<file path="config.mk">
export PLATFORM = sky130hd
export DESIGN_NAME = dense_layer_engine
export DESIGN_NICKNAME = d
export VERILOG_FILES = /design/src/rtl/dense_layer_engine.sv
export SDC_FILE = /design/constraint.sdc
export NUM_CORES = 1
export LEC_CHECK = 0
export CAP_MARGIN = 20
export CORE_MARGIN = 8
export CORE_UTILIZATION = 49
export CTS_CLUSTER_SIZE = 20
export DETAILED_ROUTE_END_ITERATION = 10
export PLACE_DENSITY = 0.78
export SLEW_MARGIN = 5
export SYNTH_ARGS = -nofsm -noshare
export SYNTH_HDL_FRONTEND = slang
export SYNTH_SLANG_ARGS = --single-unit
</file>
<file path="constraint.sdc">
create_clock -name clk -period 7.5 [get_ports clk]
set_input_delay 1.5 -clock clk [delete_from_list [all_inputs] [get_ports clk]]
set_output_delay 1.5 -clock clk [all_outputs]
set_load 0.02 [all_outputs]
</file>
<file path="src/rtl/dense_layer_engine.sv">
// Time-multiplexed fully-connected layer: one MAC per cycle against an external weight ROM,
// then bias, saturation, optional ReLU, streamed out one neuron at a time with optional argmax.
module dense_layer_engine #(
    parameter int N_IN   = 196,
    parameter int N_OUT  = 10,
    parameter int IN_W   = 1,
    parameter int W_W    = 16,
    parameter int ACC_W  = 32,
    parameter int FRAC   = 12,
    parameter int RELU   = 1,
    parameter int ARGMAX = 0,
    localparam int AW = (N_IN * N_OUT > 1) ? $clog2(N_IN * N_OUT) : 1,
    localparam int NW = (N_OUT > 1) ? $clog2(N_OUT) : 1,
    localparam int JW = (N_IN > 1) ? $clog2(N_IN) : 1
) (
    input  logic                 clk,
    input  logic                 rst_n,
    input  logic                 start,
    input  logic [N_IN*IN_W-1:0] in_vec,
    output logic                 busy,
    output logic [AW-1:0]        w_addr,
    input  logic [W_W-1:0]       w_data,
    output logic [NW-1:0]        b_addr,
    input  logic [W_W-1:0]       b_data,
    output logic                 out_valid,
    input  logic                 out_ready,
    output logic [15:0]          out_data,
    output logic [NW-1:0]        out_idx,
    output logic                 done,
    output logic [3:0]           class_idx,
    output logic [15:0]          class_val
);
    // out_valid/out_ready: a result transfers on a cycle where both are high; until then
    // out_valid stays high and out_data/out_idx are held, and the engine issues no addresses.

    typedef enum logic [1:0] {IDLE, MAC, FINISH, EMIT} state_t;

    localparam int            S      = (IN_W == 1) ? 0 : FRAC;
    localparam logic [JW-1:0] J_LAST = JW'(N_IN - 1);
    localparam logic [NW-1:0] N_LAST = NW'(N_OUT - 1);
    localparam logic [JW-1:0] J_ONE  = JW'(1);
    localparam logic [NW-1:0] N_ONE  = NW'(1);
    localparam logic [AW-1:0] A_ONE  = AW'(1);

    state_t                  state, state_nxt;
    logic [N_IN*IN_W-1:0]    in_q;
    logic [NW-1:0]           n;
    logic [JW-1:0]           j;
    logic [AW-1:0]           addr_q;
    logic signed [ACC_W-1:0] acc;
    logic                    last_j, last_n;

    logic [JW-1:0]           act_idx;
    logic [31:0]             act_base;
    logic [IN_W-1:0]         act;
    logic signed [ACC_W-1:0] prod;
    logic signed [ACC_W-1:0] acc_fin, acc_sh;
    logic signed [ACC_W:0]   r_wide;
    logic [15:0]             res;

    assign last_j = (j == J_LAST);
    assign last_n = (n == N_LAST);
    assign w_addr = addr_q;
    assign b_addr = n;

    always_ff @(posedge clk) begin
        if (!rst_n) state <= IDLE;
        else        state <= state_nxt;
    end

    always_comb begin
        state_nxt = state;
        busy      = (state != IDLE);
        out_valid = (state == EMIT);
        case (state)
            IDLE:    if (start) state_nxt = MAC;
            MAC:     if (last_j) state_nxt = FINISH;
            FINISH:  state_nxt = EMIT;
            EMIT:    if (out_ready) state_nxt = last_n ? IDLE : MAC;
            default: state_nxt = IDLE;
        endcase
    end

    // The ROM answers one cycle late, so each cycle consumes the product for the previous j.
    assign act_idx  = (state == FINISH) ? J_LAST : (j - J_ONE);
    assign act_base = 32'(act_idx) * IN_W;
    assign act      = in_q[act_base +: IN_W];

    generate
        if (IN_W == 1) begin : g_bin
            assign prod = act[0] ? ACC_W'($signed(w_data)) : '0;
        end else begin : g_mul
            logic signed [IN_W+W_W-1:0] p_full;
            assign p_full = $signed(act) * $signed(w_data);
            assign prod   = ACC_W'(p_full);
        end
    endgenerate

    always_comb begin
        acc_fin = acc + prod;
        acc_sh  = acc_fin >>> S;
        r_wide  = (ACC_W+1)'(acc_sh) + (ACC_W+1)'($signed(b_data));
        if (r_wide > 32767)       res = 16'h7FFF;
        else if (r_wide < -32768) res = 16'h8000;
        else                      res = r_wide[15:0];
        if (RELU != 0 && res[15]) res = 16'h0000;
    end

    always_ff @(posedge clk) begin
        if (!rst_n) begin
            in_q      <= '0;
            n         <= '0;
            j         <= '0;
            addr_q    <= '0;
            acc       <= '0;
            out_data  <= '0;
            out_idx   <= '0;
            done      <= 1'b0;
            class_idx <= '0;
            class_val <= '0;
        end else begin
            done <= 1'b0;
            case (state)
                IDLE: if (start) begin
                    in_q      <= in_vec;
                    n         <= '0;
                    j         <= '0;
                    addr_q    <= '0;
                    acc       <= '0;
                    class_idx <= '0;
                    class_val <= '0;
                end
                MAC: begin
                    if (j != '0) acc <= acc + prod;
                    if (!last_j) begin
                        j      <= j + J_ONE;
                        addr_q <= addr_q + A_ONE;
                    end
                end
                FINISH: begin
                    out_data <= res;
                    out_idx  <= n;
                end
                EMIT: if (out_ready) begin
                    if (ARGMAX != 0 && (n == '0 || $signed(out_data) > $signed(class_val))) begin
                        class_idx <= 4'(n);
                        class_val <= out_data;
                    end
                    if (last_n) begin
                        done <= 1'b1;
                    end else begin
                        n      <= n + N_ONE;
                        j      <= '0;
                        acc    <= '0;
                        addr_q <= addr_q + A_ONE;
                    end
                end
                default: ;
            endcase
        end
    end

endmodule

</file>
==> metrics <==
commonest non-fill, non-tap cells in the layout=477 x nand2_1, 272 x dfxtp_1, 267 x clkdlybuf4s50_1; hold path depth=2; core region area=0.03245 mm2; endpoints failing hold=0; r2r worst-path depth=38; placed wire-length estimate=38360 um; most common cell after layout, fill and taps aside=nand2_1; min-delay worst type=reg2reg; first-pass GRT wire length=82110 um; #FFs+latches synth=273; clock share of power=23.1%; via count=16.02k; post-synthesis sequential area ratio=34.01%; Lkg Pwr=8.829 nW; startpoint types=flop; failing checks=negative setup slack; reg2reg end=out_data[1]$_SDFFE_PN0N_; clock-pin transition on the worst setup and hold timing paths=0.06 ns; drt wl/cell=18.88 um; drt first-iter violations=1239; number of port buffers=268; Max Fanout on Critical Path=8; CTS tree=done; Synth async-reset ratio=0%; max frequency=130.2 MHz; Die ar.=0.03885 mm2; slowest stage delay, CP=0.39 ns; maxcap violations=0; Top Usage Layer GRT=met2; Crit-path slowest cell=dfxtp_4; ANT nets after route=0; fin crit period=7.681 ns; Mapped Cells=1965; n_diodes=0; # setup viols final=15; Initial Utilization=49.52%; Hold Startpoint=in_q[110]$_SDFFE_PN0P_; Cell Int Power=4.149 mW; Crit path max-delay family=compound AO/OA/AOI/OAI gates; Overflow after GRT=0; I/O pin count=290; number of synthesized flops with an enable pin=0; setup slack after layout=-0.1808 ns; Yosys top cell by area=dfxtp_1; initial antenna violation count=0; WHS Endpoint=in_q[110]$_SDFFE_PN0P_; First-pass DRT Iterations=6; Final period util=102.4%; Main synth FF type=dfxtp_1; unrepaired setup endpoints after global routing=yes; Fin Clk Skew=0.02440 ns; Sw Share=39.38%; NetSw=2.695 mW; depth of the CTS H-tree=1; clk_lat worst skew=0.58 ns; Die Span Y=197.1 um; synthesis-to-finish area growth=38.65%; vias in the first global route=15.93k; Max rail drop VDD=0.2673 mV; # DRC=0; Synth area leaders=dfxtp_1 34%, nand2_1 11%, a21boi_0 9.7%; Worst Max-Slew Pin Slew=1.156 ns; yosys warns=0; Distinct cells, synth=86; Max Slew Vio Count=0; share of layout cells above drive strength 1=18.40%; critical path class=reg2reg; TritonCTS Buffers=30; Final Util=68.66%; status=finished with violations; Final TNS setup=-2.391 ns; relative slew slack=22.85%; Flop pwr share=27.1%; mapped cell area=0.01607 mm2; Yosys top cell area share=34.01%; CTS sink count=273; Gate power share=49.9%; WP buf/inv=8; CP arrival=8.12 ns; M2 GR Usage=43.98%; Clock Tree Buf Depth=3; GRT Total Usage=25.71%; Clock Tree Root=clkbuf_16; R2R setup slack=-0.18 ns; die width=197.1 um; wirelength, routed=53170 um; row count=66; PwrDens=307.2 mW/mm2; largest net degree at the start of global routing=135; Worst setup EP type=flop; worst r2r src=j[0]$_SDFFE_PN0P_; syn_area_per_cell=8.178 um2; nets=2659; met3 Resource Use GR=4.753%; vias per inst=5.686; Crit path required time=7.94 ns; GRT met1 Usage=31.48%; Final GP Congestion=0.9171
[per-stage QoR]
stage,instance area [um2],hold WS (ns),power [mW],instances,worst slack [ns]
floorplan,16210,0.4344,3.755,1985,0.02688
global placement,20200,0.4492,4.906,2721,-0.3774
detailed placement,20200,0.4551,4.972,2721,-0.5415
CTS,21810,0.4644,6.696,2799,0.01521
global route,22280,0.4852,7.218,2817,-0.5326
finish,22280,0.4639,6.845,2817,-0.1808
[cell type report]
| class | instances | area [um2] |
|---|---|---|
| Clock buffer | 43 | 909.6 |
| Sequential cell | 273 | 5469 |
| Timing Repair Buffer | 479 | 4514 |
| Clock inverter | 13 | 182.7 |
| Multi-Input combinational cell | 1526 | 10490 |
| Fill cell | 2511 | 10170 |
| Tap cell | 442 | 553.0 |
| Inverter | 41 | 162.7 |
[cells in the mapped netlist, types with 8 or more instances]
| master | count |
|---|---|
| nand3b_1 | 11 |
| o211ai_1 | 8 |
| mux2i_1 | 17 |
| buf_4 | 26 |
| a21oi_1 | 72 |
| a311oi_1 | 10 |
| mux4_2 | 33 |
| xor2_1 | 21 |
| and3_1 | 16 |
| a31oi_1 | 12 |
| and2_1 | 8 |
| nand4_1 | 18 |
| nor2_1 | 78 |
| nand2_1 | 482 |
| nand3_1 | 40 |
| or3_1 | 12 |
| clkbuf_1 | 105 |
| o21bai_1 | 8 |
| a21boi_0 | 208 |
| inv_1 | 39 |
| o21ai_0 | 52 |
| nand2b_1 | 13 |
| a21o_1 | 23 |
| o2111ai_1 | 8 |
| a211oi_1 | 17 |
| dfxtp_1 | 273 |
| a21oi_2 | 13 |
| a22oi_1 | 26 |
| xnor2_1 | 42 |
| nor2b_1 | 70 |
| buf_2 | 10 |
| ha_1 | 74 |
| nor3_1 | 11 |
[per-layer routing]
| metal | vias up | wire length, um |
|---|---|---|
| met4 | 0 | 2121 |
| met1 | 7619 | 21870 |
| met2 | 646 | 25340 |
| met3 | 140 | 3844 |
| met5 | - | 0 |
| li1 | 7612 | - |
[tightest hold or removal path: cells and delay by family, from the launching register on]
kind / cells / cell delay [ns]
DFF: 1 / 0.30
and+or+nand+nor: 1 / 0.05
AOI/OAI and AO/OA: 1 / 0.06
[flip-flops by register name, summed over array words and instances, names as in the netlist]
register	count
out_idx	4
acc	32
in_q	196
b_addr	4
done	1
j	8
out_data	15
w_addr	11
state	2
[repair_timing]
action,in CTS,in global routing
hold buffers,0,0
cloned,1,1
setup buffers,23,16
pin swaps,42,57
endpoints found under the setup margin,15,15
resized for setup,72,67
[how the worst max path moves through the flow]
stage / from / end / depth (start not counted)
global route: state[0]$_SDFFE_PN0P_ / out_data[14]$_SDFFE_PN0N_ / 39
finish: j[0]$_SDFFE_PN0P_ / out_data[1]$_SDFFE_PN0N_ / 38
detailed placement: j[0]$_SDFFE_PN0P_ / out_data[13]$_SDFFE_PN0N_ / 35
floorplan: j[0]$_SDFFE_PN0P_ / out_data[3]$_SDFFE_PN0N_ / 40
global placement: j[0]$_SDFFE_PN0P_ / out_data[0]$_SDFFE_PN0N_ / 35
CTS: j[0]$_SDFFE_PN0P_ / out_data[1]$_SDFFE_PN0N_ / 36
[power by group through the flow]
stage / clock [mW] / combinational (mW) / sequential (mW)
floorplan: 0 / 1.89 / 1.87
global placement: 0 / 3.04 / 1.87
detailed placement: 0 / 3.09 / 1.88
CTS: 1.60 / 3.25 / 1.85
global route: 1.65 / 3.69 / 1.88
finish: 1.58 / 3.41 / 1.85
[cell families after synthesis]
family          Yosys count  share of synthesized area (%)
buf+inv                 186                          5.100
fa+ha+maj                76                          6.011
compound gates          529                          23.66
xor+xnor                 64                          3.535
flops                   273                          34.01
other cells               1                        0.02333
mux                      53                          5.894
simple gates            783                          21.77
Note: power is estimated with default switching activity, not from simulation.
